<file path="config.mk">
export PLATFORM = sky130hd
export DESIGN_NAME = hdmi_video_period_sched
export DESIGN_NICKNAME = d
export VERILOG_FILES = /design/src/rtl/hdmi_video_period_sched.sv
export SDC_FILE = /design/constraint.sdc
export NUM_CORES = 1
export LEC_CHECK = 0
export BUFFER_PORTS_ARGS = -buffer_cell sky130_fd_sc_hd__clkbuf_2
export CAP_MARGIN = 20
export CELL_PAD_IN_SITES_DETAIL_PLACEMENT = 0
export CELL_PAD_IN_SITES_GLOBAL_PLACEMENT = 1
export CORE_MARGIN = 2
export CORE_UTILIZATION = 43
export DETAILED_ROUTE_END_ITERATION = 8
export MAX_ROUTING_LAYER = met4
export PLACE_DENSITY = 0.75
export SYNTH_ARGS = -nofsm -noshare
export SYNTH_HDL_FRONTEND = slang
export SYNTH_SLANG_ARGS = --single-unit
</file>
<file path="constraint.sdc">
create_clock -name i_clk -period 2.05 [get_ports i_clk]
set_input_delay 0.41 -clock i_clk [delete_from_list [all_inputs] [get_ports i_clk]]
set_output_delay 0.41 -clock i_clk [all_outputs]
set_load 0.05 [all_outputs]
</file>
<file path="src/rtl/hdmi_video_period_sched.sv">
// hdmi_video_period_sched
//
// Schedules the HDMI video-period leading edge on the TMDS side of the video
// delay line. A rising edge on the undelayed DE predicts, G_LEAD cycles later,
// the first active pixel on the delayed DE (cycle d). The block then emits an
// 8-cycle preamble (d-9..d-2) and a 2-cycle leading guard band (d-1..d) ahead
// of it. The video code itself always follows the registered delayed DE.
//
// Ports
//   i_clk          pixel clock, rising edge
//   i_reset_n      asynchronous active-low reset, synchronous release
//   i_de_early     DE before the delay line
//   i_de           DE after the delay line (aligned with encoder data)
//   o_mode         period code for the pixel sampled one cycle earlier:
//                  0 CONTROL, 1 PREAMBLE, 2 GUARD, 3 VIDEO
//   o_ctl          CTL3..CTL0 for channels 1/2 (4'b0001 during PREAMBLE)
//   o_short_blank  one-cycle pulse at d-9 when any preamble/guard cell
//                  is overridden by active video
//   o_align_err    one-cycle pulse: delayed DE disagrees with the schedule,
//                  or an early rise arrived while a schedule was pending
module hdmi_video_period_sched #(
  parameter int unsigned G_LEAD = 11
) (
  input  logic       i_clk,
  input  logic       i_reset_n,
  input  logic       i_de_early,
  input  logic       i_de,
  output logic [1:0] o_mode,
  output logic [3:0] o_ctl,
  output logic       o_short_blank,
  output logic       o_align_err
);

  localparam int unsigned CW     = $clog2(G_LEAD + 1);
  localparam int unsigned HIST_W = 10;

  // Counter holds d - c for the current cycle c while a schedule is active.
  localparam logic [CW-1:0] ARM_CNT   = CW'(G_LEAD - 1);
  localparam logic [CW-1:0] WAIT_MIN  = CW'(10);
  localparam logic [CW-1:0] PRE_MIN   = CW'(2);
  localparam logic [CW-1:0] PRE_FIRST = CW'(9);
  localparam logic [CW-1:0] ONE       = CW'(1);

  typedef enum logic [1:0] {
    S_IDLE,
    S_WAIT,
    S_PRE,
    S_GUARD
  } state_t;

  typedef enum logic [1:0] {
    M_CONTROL  = 2'd0,
    M_PREAMBLE = 2'd1,
    M_GUARD    = 2'd2,
    M_VIDEO    = 2'd3
  } mode_t;

  state_t              state, state_n;
  logic [CW-1:0]       cnt, cnt_n;
  logic                short_pend, short_pend_n;
  logic [HIST_W-1:0]   hist;
  logic                de_q;

  logic                rise_early;
  logic                at_target;
  logic                arm;
  logic                running;
  mode_t               mode_n;
  logic                short_n;
  logic                err_n;

  always_ff @(posedge i_clk or negedge i_reset_n) begin
    if (!i_reset_n) begin
      state         <= S_IDLE;
      cnt           <= '0;
      short_pend    <= 1'b0;
      hist          <= '0;
      de_q          <= 1'b0;
      o_mode        <= M_CONTROL;
      o_ctl         <= '0;
      o_short_blank <= 1'b0;
      o_align_err   <= 1'b0;
    end else begin
      state         <= state_n;
      cnt           <= cnt_n;
      short_pend    <= short_pend_n;
      hist          <= {hist[HIST_W-2:0], i_de_early};
      de_q          <= i_de;
      o_mode        <= mode_n;
      o_ctl         <= (mode_n == M_PREAMBLE) ? 4'b0001 : 4'b0000;
      o_short_blank <= short_n;
      o_align_err   <= err_n;
    end
  end

  always_comb begin
    state_n      = S_IDLE;
    cnt_n        = '0;
    short_pend_n = 1'b0;
    mode_n       = M_CONTROL;
    short_n      = 1'b0;
    err_n        = 1'b0;

    // hist[k] is i_de_early at c-1-k, so hist[0] doubles as the rise-detect
    // register and the full vector covers i_de_early at t-10..t-1, which is
    // exactly i_de at d-10..d-1: the cycles that could force a preamble or
    // guard cell to VIDEO. That lets the short-blank pulse be decided at d-9.
    rise_early = i_de_early & ~hist[0];
    at_target  = (state == S_GUARD) && (cnt == '0);
    arm        = rise_early && ((state == S_IDLE) || at_target);
    running    = (state != S_IDLE) && !at_target;

    if (arm) begin
      cnt_n        = ARM_CNT;
      short_pend_n = |hist;
    end else if (running) begin
      cnt_n        = cnt - ONE;
      short_pend_n = short_pend;
    end

    // Phase is decided from the next-cycle distance to d so that G_LEAD=10
    // can start the preamble in the cycle right after the early rise.
    if (arm || running) begin
      if (cnt_n >= WAIT_MIN) begin
        state_n = S_WAIT;
      end else if (cnt_n >= PRE_MIN) begin
        state_n = S_PRE;
      end else begin
        state_n = S_GUARD;
      end
    end

    if (i_de) begin
      mode_n = M_VIDEO;
    end else if (state_n == S_PRE) begin
      mode_n = M_PREAMBLE;
    end else if (state_n == S_GUARD) begin
      mode_n = M_GUARD;
    end

    short_n = (state_n != S_IDLE) && (cnt_n == PRE_FIRST) && short_pend_n;

    err_n = (at_target && !i_de)              // video missing at d
          || (i_de && !de_q && !at_target)    // video rise nobody scheduled
          || (rise_early && !arm);            // early rise while pending
  end

endmodule

</file>
== Word level (Yosys, flattened, before mapping) ==
Index checks and enable logic that the tools add are counted.

* Bits in registers: 23
* Bits of input ports: 4
* Output and inout port bits: 8
* Word-level logic and storage cells: 52

* Add/sub/neg operators: 1
* Order comparisons: 2
* Eq/ne operators: 5
* Muxes and demuxes: 11
* Bitwise logic cells: 2
* Reduce and logical (&&, ||, !) cells: 22

{| class="wikitable"
|+ Operators by type and width
! kind !! count
|-
| 2-to-1 mux 2 bit || 5
|-
| OR reduction 10 bit || 1
|-
| logical AND 1 bit || 9
|-
| 2-to-1 mux 4 bit || 2
|-
| == test 2 bit (second input constant) || 3
|-
| == test 4 bit (second input constant) || 1
|-
| >= comparator 4 x 2 -> 1 bit (second input constant) || 1
|-
| >= comparator 4 bit (second input constant) || 1
|-
| logical NOT 1 bit || 4
|-
| logical NOT 4 bit || 1
|-
| logical OR 1 bit || 4
|-
| 2-to-1 mux 1 bit || 4
|-
| nonzero test 2 bit || 2
|-
| subtractor 4 x 1 -> 4 bit (second input constant) || 1
|-
| == test 2 x 1 -> 1 bit (second input constant) || 1
|-
| logical NOT 2 bit || 1
|-
| AND 1 bit || 1
|-
| NOT 1 bit || 1
|}

== Longest topological paths before layout ==
Gate-level depths: netlist of run 1.

* Depth after elaboration: 16
* Mapped depth: 7
* Mapped depth without buffers: 7

== Least setup slack after synthesis of run 1 ==
Ideal clock, no wire load.

* Path type: register to register
* Start point: register cnt[0]
* End point: register o_ctl[0]
* Setup time: 120 ps
* Arrival time: 1414 ps
* Required time: 1930 ps
* Setup slack: 517 ps
* Cell stages (with the launch flop): 8
* Path buffers: 0
* Cell sequence: dfrtp_1 inv_1 ha_1 nor2b_4 xnor2_1 o21ai_2 xnor2_1 and3_1

* Cells in the longest elaborated chain, start to end: 16
* Elaborated cells on any way between the ends: 22
* Those cells by class: add/sub (1); order compare (2); eq/ne (3); mux (9); reduce/logical (7)

{| class="wikitable"
|+ RTL lines
! element !! line !! text
|-
| from (decl) || 59 || <nowiki>logic [CW-1:0] cnt, cnt_n;</nowiki>
|-
| from (signal assigned) || 85 || <nowiki>cnt <= cnt_n;</nowiki>
|-
| parallel branches: the longest is 9 deep, another holds subtractor 4 x 1 -> 4 bit || -- ||
|-
| 2-to-1 mux 2 bit (*) || 123 || <nowiki>if (arm || running) begin</nowiki>
|-
| == test 2 bit || 137 || <nowiki>end else if (state_n == S_GUARD) begin</nowiki>
|-
| 2-to-1 mux 2 bit || 137 ||
|-
| 2-to-1 mux 2 bit (*) || 135 || <nowiki>end else if (state_n == S_PRE) begin</nowiki>
|-
| 2-to-1 mux 2 bit (*) || 133 || <nowiki>if (i_de) begin</nowiki>
|-
| == test 2 x 1 -> 1 bit (*) || 90 || <nowiki>o_ctl <= (mode_n == M_PREAMBLE) ? 4'b0001 : 4'b0000;</nowiki>
|-
| 2-to-1 mux 1 bit (*) || 90 ||
|-
| to (signal assigned) || 90 ||
|-
| to (decl) || 29 || <nowiki>output logic [3:0] o_ctl,</nowiki>
|}

Mark *: on every way between the ends.

== Worst setup path in the final report of run 1 ==
* Start point: register cnt[0]
* End point: register state[0]

* Cells in the longest elaborated chain, start to end: 10
* Elaborated cells on any way between the ends: 15
* Those cells by class: add/sub (1); order compare (2); mux (5); reduce/logical (7)

{| class="wikitable"
|+ RTL lines
! element !! line !! text
|-
| parallel branches: the longest is 9 deep, another holds subtractor 4 x 1 -> 4 bit || -- ||
|-
| 2-to-1 mux 2 bit (*) || 123 ||
|-
| net state_n[0] || 58 || <nowiki>state_t state, state_n;</nowiki>
|-
| to (signal assigned) || 84 || <nowiki>state <= state_n;</nowiki>
|-
| to (decl) || 58 ||
|}

Mark *: on every way through the listed nets, which the timed path passes.

==> impl_metrics.tcl, run 1 <==
set metrics [dict create \
    outcome "finished, final reports clean" \
    first_pass_iters 4 \
    layout.nets 86 \
    yosysTopAreaCellShare_pct 66.38 \
    synthTopCellsByArea "dfrtp_1 (66%), xnor2_1 (4.0%), nor2_1 (3.5%), ha_1 (2.9%), buf_4 (2.6%)" \
    setup_violations 0 \
    crit_path_end_kind "flip-flop" \
    path_delay_family "flip-flops" \
    fin_tns_setup_ns 0 \
    whs_ns 0.06853 \
    antenna_found_initial 0 \
    synth_area_um2 867.1 \
    clock-sinks 23 \
    ant_nets 0 \
    critPathKind "flip-flop to flip-flop" \
    fill_cells 187 \
    netlist_instances 68 \
    drc 0 \
    grt_pass1_wl_um 2421 \
    final_common_cell "dfrtp_1" \
    relSlewSlack_pct 63.49 \
    cpPeakStageDelay_ns 0.47 \
    cp_slowest_cell "dfrtp_1" \
    fmax_ghz 0.5576 \
    crit_fanout 5 \
    rsz0062_at_grt "false" \
    grt_max_degree 24 \
    min_path_type "input port to asynchronous set/reset pin" \
    power_leakage_nw 0.4477 \
    cts_buffers 3 \
    finalWorstPathRequiredPeriod_ns 1.793 \
    grt_pass1_vias 539 \
    hold_buffers 0 \
    row_count 16 \
    cts_tree "built" \
    area_delta_synth_final_pct 9.957 \
    worstPathRequired_ns 2.23 \
    yosysUniqueCellTypes 24 \
    cp_cell_sequence "inv_1, ha_1, nor2b_4, xnor2_1, o21ai_2, xnor2_1, o21ai_0" \
    tightest_slew_ns 0.5477 \
    arrival_ns 1.97 \
    start_util_pct 45.12 \
    yosysWarnings 0 \
    drtIter0Drc 3 \
    maxCapViolations 0 \
    start_kind "flip-flop" \
    hold_viol 0 \
    drive_gt1_share_pct 20.25 \
    io_buffer_count 8 \
    synth_top_area_cell "dfrtp_1" \
    crit_path_frequent_cell "xnor2_1" \
    mostFrequentLayoutCells "dfrtp_1 (23), nor2_1 (8), clkbuf_2 (8)" \
    period_share_pct 87.48 \
    cts.path.max_buffers 2 \
    vdd_ir_drop_max_v 0.0006163 \
    track_usage_pct 13.96 \
    p_per_area_nw_per_um2 1613 \
    wire_per_inst_um 12.95 \
    die_h_um 48.91 \
    coreArea_um2 1922 \
    critical_path.n_buffers_inverters 1 \
    grt.overflow.total 0 \
    synth_seq_area_share_pct 66.38 \
    clk_latency_ns 0.30 \
    num_antenna_cells 0 \
    wl_um 1373 \
    drv_slew 0 \
    vias_per_cell 4.943 \
    die_area_um2 2392 \
    post_cts_buffers 0 \
    cts_root_buf "clkbuf_4" \
    path_clk_slew_ns 0.12 \
    synth-seq-cells 23 \
    hpwl_um 1046 \
    fin_skew_ns 0.002292 \
    die_w_um 48.91 \
    postCtsResizedCells 0 \
    ctsHtreeMaxLevel 1 \
    route.vias.total 524 \
    io_pins 12 \
    avgSynthCellArea_um2 12.75 \
    place.gp.congestion 0.7300 \
]
## Yosys cell counts (all sizes together)
master	instances
mux2	1
ha	2
and3	1
nand2b	2
nor2b	1
nand2	1
a21o	1
dfrtp	23
o221ai	1
a31o	1
nand4	1
nor3	2
o21a	1
buf	3
nor2	8
xnor2	4
and2	1
nor4	2
inv	4
nand3	1
conb	1
o21ai	5
a31oi	1
## per-layer routing
layer / vias up / share of wire [%] / global-route usage (%)
met4: 0 / 2.0 / 7.143
met3: 5 / 4.3 / 3.374
met2: 12 / 48 / 22.37
li1: 246 / - / -
met5: - / 0 / -
met1: 261 / 45 / 16.40
## final timing paths
check,slack [ns],start,depth (start not counted),end
min reg2reg,0.39,hist[0]$_DFF_PN0_,0,hist[1]$_DFF_PN0_
min,0.07,i_reset_n,1,o_short_blank$_DFF_PN0_
max reg2reg,0.26,cnt[0]$_DFF_PN0_,7,state[0]$_DFF_PN0_
max in group asynchronous,1.62,i_reset_n,1,hist[1]$_DFF_PN0_
min in group i_clk,0.22,i_de_early,1,hist[0]$_DFF_PN0_
max,0.26,cnt[0]$_DFF_PN0_,7,state[0]$_DFF_PN0_
## power by group
group / internal, mW / switching, mW
clock network: 0.0728 / 0.127
registers: 0.564 / 0.0836
logic: 0.258 / 0.432
## registers in the layout, summed over array words and instances (netlist names)
signal and cells:
cnt 4, de_q 1, hist 10, o_align_err 1, o_ctl 1, o_mode 2
o_short_blank 1, short_pend 1, state 2
## layout make-up
| class | instances | area, um^2 | share of cell area [%] |
|---|---|---|---|
| clock inverter | 1 | 5.005 | 0.5249 |
| clock buffer | 3 | 22.52 | 2.362 |
| sequential | 23 | 575.6 | 60.37 |
| timing repair buffer | 8 | 40.04 | 4.199 |
| tap | 27 | 33.78 | 3.543 |
| inverter | 4 | 15.01 | 1.575 |
| multi-input combinational | 40 | 261.5 | 27.43 |
## per-stage QoR
| step | cell area, um^2 | power (mW) | setup slack, ns | instances | utilization [%] |
|---|---|---|---|---|---|
| 2_1_floorplan | 874.6 | 1.192 | 0.5167 | 70 | - |
| 3_3_place_gp | 925.9 | 1.321 | 0.3675 | 102 | 48.18 |
| 3_5_place_dp | 925.9 | 1.354 | 0.2729 | 102 | 48.18 |
| 4_1_cts | 953.4 | 1.554 | 0.2547 | 106 | 49.61 |
| 5_1_grt | 953.4 | 1.656 | 0.1244 | 106 | 49.61 |
| 6_report | 953.4 | 1.537 | 0.2566 | 106 | 49.61 |
## cells by family (layout without fill, tap and decap cells)
family,count (synthesis),count (layout),synth area share [%]
flip-flops,23,23,66.38
AND/OR/NAND/NOR,20,20,12.41
AO/OA/AOI/OAI,10,10,8.226
buffers and inverters,7,16,4.328
XOR/XNOR,4,4,4.040
adder cells (fa/ha/maj),2,2,2.886
other,1,3,0.4325
multiplexers,1,1,1.299
(Power assumes the default switching activity.)
==> run 2, diff against run 1 <==
Settings changed: ABC_AREA from default to 1, CORE_UTILIZATION 43 to 42, CTS_CLUSTER_DIAMETER from default to 40.
==> run 2 against run 1 <==
  * First-iteration DRC count rose by 67%
  * Critical path type unchanged
  * Routed wire length fell by 6.7%
  * Synthesized cell count rose by 37%
  * Highest routed layer unchanged
==> impl_metrics.tcl, run 2 <==
set metrics [dict create \
    num_antenna_cells 0 \
    outcome "finished, final reports clean" \
    drv_slew 0 \
    netlist_instances 93 \
    cts_buffers 3 \
    fill_cells 207 \
    ff2ff_path_depth 11 \
    synth_top_area_cell "dfrtp_1" \
    multiInputGateArea_um2 325.3 \
    dp_slack_ns 0.5252 \
    row_count 17 \
    regArea_um2 575.6 \
    clk_latency_ns 0.30 \
    track_usage_pct 11.34 \
    vias_per_cell 4.333 \
    largest_reg_flops 10 \
    place.gp.congestion 0.8263 \
    clock-sinks 23 \
    route.vias.total 572 \
    ys.flop_type "dfrtp_1" \
    vdd_ir_drop_max_v 0.0009261 \
    grt_pass1_vias 535 \
    start_kind "flip-flop" \
    synthTopCellsByArea "dfrtp_1 (60%), nand2_1 (5.5%), inv_1 (4.7%), nand2_4 (4.7%), nor2_1 (4.7%)" \
    yosysWarnings 0 \
    hold_viol 0 \
    synthArstFlopShare_pct 100.0 \
    coreArea_um2 2191 \
    min_path_type "input port to asynchronous set/reset pin" \
    fin_skew_ns 0.004590 \
    finalWorstPathRequiredPeriod_ns 1.542 \
    cp_slowest_cell "dfrtp_1" \
    fmax_ghz 0.6487 \
    wl_um 1281 \
    path_clk_slew_ns 0.12 \
    ant_nets 0 \
    arrival_ns 1.75 \
    cts_tree "built" \
    drive_gt1_share_pct 25.00 \
    io_buffer_count 8 \
    first_pass_iters 4 \
    yosysTopAreaCellShare_pct 59.90 \
    drc 0 \
    wire_per_inst_um 9.705 \
    dp.cells 128 \
    maxCapViolations 0 \
    relSlewSlack_pct 64.18 \
    crit_path_frequent_cell "nand2_4" \
    io_pins 12 \
    critPathKind "flip-flop to flip-flop" \
    synth_edf_count 0 \
    fin_tns_setup_ns 0 \
    post_cts_buffers 0 \
    mostFrequentLayoutCells "dfrtp_1 (23), nand2_1 (14), inv_1 (12), nor2_1 (12), clkbuf_2 (8)" \
    synth-seq-cells 23 \
    crit_path_end_kind "flip-flop" \
    antenna_found_initial 0 \
    grt_max_degree 24 \
    crit_fanout 6 \
    ctsHtreeMaxLevel 1 \
    die_h_um 51.83 \
    layout.nets 111 \
    grt.overflow.total 0 \
    period_share_pct 75.20 \
    synth_seq_area_share_pct 59.90 \
    tightest_slew_ns 0.5373 \
    final_common_cell "dfrtp_1" \
    setup_violations 0 \
    hpwl_um 984.7 \
    p_per_area_nw_per_um2 1582 \
    setup_ws_ns 0.5084 \
    rsz0062_at_grt "false" \
    p_total_mw 1.662 \
    cts_root_buf "clkbuf_4" \
    cp_cell_sequence "inv_1, ha_1, inv_1, nor2_2, nand2_4, nand2_4, nand2_4, nand2_4, nand2_2, nand2_2, nand2_2" \
    synthTopCellsByCount "dfrtp_1 (23), nand2_1 (14), inv_1 (12), nor2_1 (12)" \
    worstPathRequired_ns 2.26 \
    avgSynthCellArea_um2 10.33 \
    drtIter0Drc 5 \
    cts.path.max_buffers 2 \
    die_area_um2 2686 \
    instances_no_fill 132 \
    top_register "hist" \
    cpPeakStageDelay_ns 0.40 \
    power_leakage_nw 0.5601 \
    yosysUniqueCellTypes 19 \
    synth_area_um2 960.9 \
    synth_most_common_cell "dfrtp_1" \
    die_w_um 51.83 \
    postCtsResizedCells 0 \
    grt_pass1_wl_um 2201 \
    start_util_pct 43.86 \
    hold_buffers 0 \
    largest_registers "hist x10, cnt x4" \
    area_delta_synth_final_pct 9.375 \
]
==> run 2: worst max-delay path: cells and delay by family, from the launching register on <==
| kind | cells | cell delay [ns] |
|---|---|---|
| buffers and inverters | 2 | 0.18 |
| DFF | 1 | 0.40 |
| and+or+nand+nor | 8 | 0.69 |
| adders and majority gates | 1 | 0.16 |
==> run 2: report_power, final <==
part           switching, mW  leakage [nW]  internal [mW]
Sequential            0.0558         0.272          0.574
Combinational          0.573         0.274          0.255
Clock                  0.130        0.0139         0.0743
Total                  0.759         0.560          0.903
==> run 2: layout make-up <==
type	count	area share, %
flip-flops and latches	23	54.76
multi-input cells	57	30.95
inverters	12	4.286
repair buffers	8	3.810
well taps	28	3.333
clock buffers	3	2.143
clock inverters	1	0.7143
==> run 2: kinds of logic after synthesis <==
| family | count (synthesis) | synth area share [%] |
|---|---|---|
| compound gates | 6 | 3.385 |
| fa+ha+maj | 2 | 2.604 |
| buf+inv | 15 | 7.031 |
| flops | 23 | 59.90 |
| other cells | 1 | 0.3903 |
| simple gates | 46 | 26.69 |
==> run 2: per-stage QoR <==
step / instance area, um^2 / utilization (%) / hold WS [ns]
2_1_floorplan: 968.4 / - / 0.1144
6_report: 1051 / 47.97 / 0.05611
3_3_place_gp: 1021 / 46.60 / 0.3584
5_1_grt: 1051 / 47.97 / 0.07923
3_5_place_dp: 1021 / 46.60 / 0.3613
4_1_cts: 1051 / 47.97 / 0.06747
==> run 2: worst paths after layout <==
check                             startpoint             endpoint  slack, ns
max in group asynchronous          i_reset_n    hist[0]$_DFF_PN0_       1.63
max reg2reg                 cnt[0]$_DFF_PN0_  o_mode[0]$_DFF_PN0_       0.51
min                                i_reset_n    hist[4]$_DFF_PN0_       0.06
min reg2reg                hist[3]$_DFF_PN0_    hist[4]$_DFF_PN0_       0.39
max                         cnt[0]$_DFF_PN0_  o_mode[0]$_DFF_PN0_       0.51
min in group i_clk                i_de_early    hist[0]$_DFF_PN0_       0.22
==> run 2: layer usage <==
metal | vias to the layer above | share of wire, % | global-route usage (%)
met5 | - | 0 | -
met4 | 0 | 1.8 | 3.947
met3 | 4 | 2.7 | 2.586
met2 | 9 | 47 | 17.30
met1 | 257 | 48 | 15.00
li1 | 302 | - | -
